<file path="src/rtl/seq_mult_8bit.sv">
// seq_mult_8bit: unsigned shift-add multiplier that does one partial-product add per clock.

// CLA_8bit: 8-bit carry-lookahead adder with group propagate/generate outputs.
module CLA_8bit (
    input  logic [7:0] A,
    input  logic [7:0] B,
    input  logic       Cin,
    output logic [7:0] Sum,
    output logic       Cout,
    output logic       PG,
    output logic       GG
);
    logic [7:0] g, p;
    logic [8:0] c;
    assign g = A & B;
    assign p = A ^ B;
    // Carries are built from the generate/propagate terms; GG is the group
    // generate with the carry-in treated as zero.
    always_comb begin
        c[0] = Cin;
        GG   = 1'b0;
        for (int i = 0; i < 8; i++) begin
            c[i+1] = g[i] | (p[i] & c[i]);
            GG     = g[i] | (p[i] & GG);
        end
    end
    assign Sum  = p ^ c[7:0];
    assign Cout = c[8];
    assign PG   = &p;
endmodule

module seq_mult_8bit #(
    parameter int WIDTH = 8
) (
    input  logic               clk,
    input  logic               rst_n,
    input  logic               start,
    input  logic [WIDTH-1:0]   A,
    input  logic [WIDTH-1:0]   B,
    output logic               ready,
    output logic               busy,
    output logic               valid,
    output logic [2*WIDTH-1:0] P
);
    localparam int CW = $clog2(WIDTH) + 1;

    typedef enum logic [1:0] {IDLE, CALC, DONE} state_t;

    state_t             state_q, state_d;
    logic [2*WIDTH-1:0] acc_q, acc_d, p_q, p_d;
    logic [WIDTH-1:0]   mcand_q, mcand_d;
    logic [CW-1:0]      count_q, count_d;
    logic [WIDTH-1:0]   addend, sum;
    logic               cout;

    // The multiplier bit shifted to acc[0] decides whether mcand is added.
    assign addend = acc_q[0] ? mcand_q : '0;

    if (WIDTH == 8) begin : g_cla
        logic pg_unused, gg_unused;
        CLA_8bit u_cla (
            .A    (acc_q[2*WIDTH-1:WIDTH]),
            .B    (addend),
            .Cin  (1'b0),
            .Sum  (sum),
            .Cout (cout),
            .PG   (pg_unused),
            .GG   (gg_unused)
        );
    end else begin : g_add
        assign {cout, sum} = {1'b0, acc_q[2*WIDTH-1:WIDTH]} + {1'b0, addend};
    end

    // State and datapath registers; reset aborts any multiply in flight.
    always_ff @(posedge clk or negedge rst_n) begin
        if (!rst_n) begin
            state_q <= IDLE;
            acc_q   <= '0;
            mcand_q <= '0;
            count_q <= '0;
            p_q     <= '0;
        end else begin
            state_q <= state_d;
            acc_q   <= acc_d;
            mcand_q <= mcand_d;
            count_q <= count_d;
            p_q     <= p_d;
        end
    end

    // Next state: accept in IDLE, one add-and-shift per CALC edge, publish on the last.
    always_comb begin
        state_d = state_q;
        acc_d   = acc_q;
        mcand_d = mcand_q;
        count_d = count_q;
        p_d     = p_q;
        case (state_q)
            IDLE: if (start) begin
                state_d = CALC;
                mcand_d = A;
                acc_d   = {{WIDTH{1'b0}}, B};
                count_d = '0;
            end
            CALC: begin
                acc_d   = {cout, sum, acc_q[WIDTH-1:1]};
                count_d = count_q + 1'b1;
                if (count_q == CW'(WIDTH - 1)) begin
                    state_d = DONE;
                    p_d     = acc_d;
                end
            end
            default: state_d = IDLE;
        endcase
    end

    assign ready = (state_q == IDLE);
    assign busy  = ~ready;
    assign valid = (state_q == DONE);
    assign P     = p_q;
endmodule
</file>
<file path="config.mk">
export PLATFORM = sky130hd
export DESIGN_NAME = seq_mult_8bit
export DESIGN_NICKNAME = d
export VERILOG_FILES = /design/src/rtl/seq_mult_8bit.sv
export SDC_FILE = /design/constraint.sdc
export NUM_CORES = 1
export LEC_CHECK = 0
export ABC_AREA = 1
export ABC_CLOCK_PERIOD_IN_PS = 5300
export CAP_MARGIN = 10
export CORE_MARGIN = 1.5
export CORE_UTILIZATION = 51
export DETAILED_ROUTE_END_ITERATION = 8
export DONT_BUFFER_PORTS = 1
export HOLD_SLACK_MARGIN = 0.15
export PLACE_DENSITY_LB_ADDON = 0.12
export SYNTH_ARGS = -nofsm -noshare
export SYNTH_HDL_FRONTEND = slang
export SYNTH_SLANG_ARGS = --single-unit
</file>
<file path="constraint.sdc">
create_clock -name clk -period 5.3 [get_ports clk]
set_input_delay 1.06 -clock clk [delete_from_list [all_inputs] [get_ports clk]]
set_output_delay 1.06 -clock clk [all_outputs]
set_load 0.01 [all_outputs]
</file>
After elaboration in Yosys (flattened, before gate mapping)
Index checks and enable logic that the tools add are counted.
{ "totals": {"output_inout_bits": 19, "wordCells": 43, "in_bits": 19, "ff_bits": 46} }
{ "op_classes": {"bitwise_logic": 18, "mux": 8, "n_reduce_logical": 6, "eq_ne": 5, "add_sub_neg": 1} }
{ "op_table": {"columns": ["cell", "count"], "rows": [
  ["16-bit case mux with 2 select lines", 1],
  ["16-bit 2-to-1 mux", 1],
  ["8-bit XOR", 2],
  ["8-bit AND", 1],
  ["8-bit 2-to-1 mux", 1],
  ["4-bit case mux with 2 select lines", 1],
  ["2-bit AND reduction", 4],
  ["1-bit AND", 7],
  ["1-bit OR", 7],
  ["4-bit by 1-bit adder with 4-bit output (second input constant)", 1],
  ["4-bit by 3-bit == test with 1-bit output (second input constant)", 1],
  ["2-bit 2-to-1 mux", 2],
  ["4-bit 2-to-1 mux", 1],
  ["2-bit inequality test (second input constant)", 2],
  ["2-bit case mux with 2 select lines", 1],
  ["2-bit by 1-bit == test with 1-bit output (second input constant)", 1],
  ["2-bit == test (second input constant)", 1],
  ["2-bit logical NOT", 1],
  ["2-bit nonzero test", 1],
  ["1-bit NOT", 1]
]} }

Depth between registers and ports, before layout
{ "depth": {"depth_word": 17, "depth_mapped": 17, "depth_no_buf": 16} }

Modules after synthesis
Synthesis repeated with hierarchy kept, for this count alone.
{ "unflattened": {"cells_unflattened": 297, "hier_area_um2": 2456.1} }
{ "modules_own_cells": {"columns": ["module", "cells_per_inst", "area_per_inst_um2", "n_inst", "seq_area_each_um2"], "rows": [
  ["seq_mult_8bit", 250, 2072.0, 1, 1151.1],
  ["CLA_8bit", 47, 384.1, 1, 0.0]
]} }

Worst setup path before layout
No wires, ideal clock.
{ "synth_path": {"path_type": "register to register", "from": "register acc_q[0]", "to": "register p_q[14] (netlist: P[14])", "path_slack_ns": 1.646, "arrival_time_ns": 3.537, "required_ns": 5.184, "setup_time_ns": 0.116, "stages_incl_launch_ff": 18, "period_less_slack_ns": 3.654, "n_path_buf": 1, "cell_sequence": "dfrtp_1 > clkbuf_1 > nand2_1 > inv_1 > ha_1 > inv_1 > fa_1 > fa_1 > fa_1 > fa_1 > fa_1 > inv_1 > fa_1 > inv_1 > fa_1 > inv_1 > nand2_1 > nand2_1"} }
{ "synth_via": {"elab_chain_len": 15, "elab_cells_between_ends": 16, "classes_between": "mux: 1; bitwise: 15"} }
{ "synth_rtl": {"columns": ["item", "line", "source"], "rows": [
  ["start, declared", "50", "logic [2*WIDTH-1:0] acc_q, acc_d, p_q, p_d;"],
  ["start signal, assigned", "78", "acc_q <= '0;"],
  ["start signal, assigned", "84", "acc_q <= acc_d;"],
  ["8-bit 2-to-1 mux *", "57", "assign addend = acc_q[0] ? mcand_q : '0;"],
  ["8-bit XOR or 8-bit AND (tied branches)", "16, 15", null],
  ["1-bit AND", "23", "c[i+1] = g[i] | (p[i] & c[i]);"],
  ["1-bit OR", "23", null],
  ["1-bit AND", "23", null],
  ["1-bit OR", "23", null],
  ["1-bit AND", null, null],
  ["1-bit OR", null, null],
  ["1-bit AND", "23", null],
  ["1-bit OR", "23", null],
  ["1-bit AND", null, null],
  ["1-bit OR", null, null],
  ["1-bit AND", "23", null],
  ["1-bit OR", "23", null],
  ["8-bit XOR *", "27", "assign Sum = p ^ c[7:0];"],
  ["end signal, assigned", "87", "p_q <= p_d;"],
  ["end, declared", "50", null]
]} }
Mark *: on every way between the ends. The rest lies on a longest branch, timed or not.
A chain may end at the register's enable or synchronous reset.

Final worst setup path
Same ends and word-level chain as after synthesis.

==> impl_metrics.csv <==
group,metric,value,unit
drt,avgRoutedWirePerCell,13.4,um
final_layout,syn_to_final_growth,2.92,%
timing,finalCritPeriodShare,69.7,%
floorplan,die_w,68.4,um
synthesis,syn_inst,258,
floorplan,die_y,68.4,um
floorplan,pin_count,38,
floorplan,initial_core_util,53.8,%
synthesis,synth_edf_count,0,
clock_tree,cts-hold-fix-buffers,0,
drt,dr_total_vias,1528,
clock_tree,cts_buffers,5,
timing,skew,1.64,ps
setup_path,crit_type,"register to register",
synthesis,syn_avg_cell_area,8.46,um2
pwr,comb_power_share,33.4,%
setup_path,crit_required,5490,ps
synthesis,synth_fp_nets,286,
clock_tree,clock_latency,290,ps
synthesis,synth_seq_area_share,52.7,%
global_route,grt_pass1_wl,6780,um
clock_tree,cts_htree_levels,2,
synthesis,synth-main-ff-cell,"dfrtp_1",
setup_path,start_kind,"register",
global_route,grt_pass1_vias,1486,
timing,hold_violations,0,
synthesis,syn_area,2180,um2
drt,viasPerCell,5.01,
timing,tightest_slew,884,ps
floorplan,die_area,4680,um2
synthesis,yosysTopAreaCell,"dfrtp_1",
final_layout,insertedDiodeCount,0,
floorplan,core_area,4060,um2
clock_tree,clockBufferDepth,2,
setup_path,crit_path_end_kind,"register",
placement,port-buffer-count,0,
pwr,clockPowerShare,15.7,%
timing,finalSetupViolCount,0,
timing,slew_viol_final,0,
floorplan,rows,23,
synthesis,synth_top_area_share,52.7,%
setup_path,cp.arrival,3880,ps
placement,gp_congestion,0.739,
drt,first_iter_violations,84,
pwr,sequentialPowerShare,50.9,%
synthesis,synth.distinct_cells,21,
pwr,p_leak,1.20,nW
drt,drtPass1Iterations,4,
synthesis,synth_seq_cells,46,
global_route,track_usage,20.3,%
clock_tree,post_cts_buffers,0,
global_route,antenna_found_initial,0,
pwr,power_density,562,nW/um2
clock_tree,cts.reportedPaths.clkPinSlew,80,ps
synthesis,yosys_warnings,0,
pwr,switching_power,0.517,mW
pwr,power.total,1.26,mW
drt,drtAntennaViolNets,0,
final_layout,layout-drive-gt1-share,5.49,%
timing,slew_headroom,41.1,%
final_layout,fin_nets,283,
min_path,hp-class,"input pin to async pin",
timing,fin_setup_tns,0,ps
drt,wl,4090,um
placement,hpwl,2760,um
synthesis,async_reset_ff_share,100,%
final_layout,n_fill_cell,387,
setup_path,cp_max_fo,9,
pwr,intPower,0.745,mW
synthesis,synthTopCellsByCount,"nand2_1, dfrtp_1, inv_1, nand3_1, o21ai_0",
clock_tree,ctsResizeCount,0,
clock_tree,cts.sinks,46,
timing,grt_setup_unrepaired,"no",
timing,period_minus_slack,3700,ps
pwr,switching_share,41.0,%
synthesis,ys_top_cells_by_area,"dfrtp_1, nand2_1, fa_1",
run,drv_cap,0,
global_route,grt_overflow,0,
synthesis,synth.most_common_cell,"nand2_1",
global_route,grt_max_degree,47,
outcome,outcome,"finished, final reports clean",
clock_tree,cts_root_buf,"clkbuf_8",
clock_tree,cts_tree,"yes",
drt,route.detailed.drc,0,
timing,fmax,271,MHz
pwr,ir_drop,0.000258,V
==> stage by stage <==
step	cell area, um2	hold slack (ps)	utilization, %	setup slack, ps	cells
final	2250	454	55.4	1600	305
after global routing	2250	432	55.4	1410	305
after CTS	2250	446	55.4	1580	305
after detailed placement	2170	460	53.5	1600	298
after global placement	2170	464	53.5	1680	298
after floorplan	2180	442	-	1650	258
==> per-layer routing <==
layer	GRT usage, %	vias up	share of wire (%)
met5	0	-	0
met4	8.50	0	1.6
met3	5.59	7	4.9
met2	30.4	38	44
met1	27.6	711	50
li1	-	772	-
==> kinds of logic after synthesis <==
logic type                 Yosys count  share of synthesized area (%)
buffers and inverters               33                           7.39
adders and majority gates            9                           7.56
DFF                                 46                           52.7
and+or+nand+nor                    158                           29.4
AOI/OAI and AO/OA                   12                           2.92
==> state kept, by name (all words and copies together) (netlist names) <==
register  count
P            16
acc_q        16
mcand_q       8
count_q       4
state_q       2
==> worst max-delay path, cell delays in order (launching register included) <==
cell	delay (ps)
dfrtp_1	470
nand2_1	80
inv_1	60
ha_1	130
inv_1	50
fa_1	380
fa_1	390
fa_1	390
fa_1	390
fa_1	360
inv_1	70
fa_1	150
inv_1	50
fa_1	490
inv_1	40
nand2_1	50
nand2_1	40
==> layout make-up <==
class | count | area [um2] | area share [%]
sequential | 46 | 1150 | 51.2
multi-input combinational | 179 | 871 | 38.8
inverter | 23 | 86.3 | 3.84
clock buffer | 7 | 76.3 | 3.40
tap | 50 | 62.6 | 2.78
==> power groups by stage <==
stage / Combinational (mW) / Sequential [mW] / Clock, mW
after floorplan: 0.384 / 0.606 / 0
after global placement: 0.421 / 0.646 / 0
after detailed placement: 0.431 / 0.647 / 0
after CTS: 0.430 / 0.644 / 0.206
after global routing: 0.499 / 0.670 / 0.221
final: 0.421 / 0.643 / 0.198
==> cells in the final DEF, fill, tap and decap left out, drive strengths merged <==
cell type	synthesis	layout
fa	7	7
nand4	1	1
ha	2	2
nand3	19	19
inv	23	23
o21ai	12	12
dfrtp	46	46
nand2	133	133
nor2	5	5
clkbuf	2	7
==> final timing paths <==
| check | from | end | slack, ps | depth (start not counted) |
|---|---|---|---|---|
| hold reg to reg | mcand_q[0]$_DFFE_PN0P_ | mcand_q[0]$_DFFE_PN0P_ | 480 | 2 |
| setup reg to reg | acc_q[0]$_DFFE_PN0P_ | P[14]$_DFFE_PN0P_ | 1600 | 16 |
| hold / removal | rst_n | P[9]$_DFFE_PN0P_ | 450 | 0 |
| setup / recovery | acc_q[0]$_DFFE_PN0P_ | P[14]$_DFFE_PN0P_ | 1600 | 16 |
| max in group asynchronous | rst_n | P[0]$_DFFE_PN0P_ | 4750 | 0 |
| min in group clk | mcand_q[0]$_DFFE_PN0P_ | mcand_q[0]$_DFFE_PN0P_ | 480 | 2 |
(Power assumes the default switching activity.)
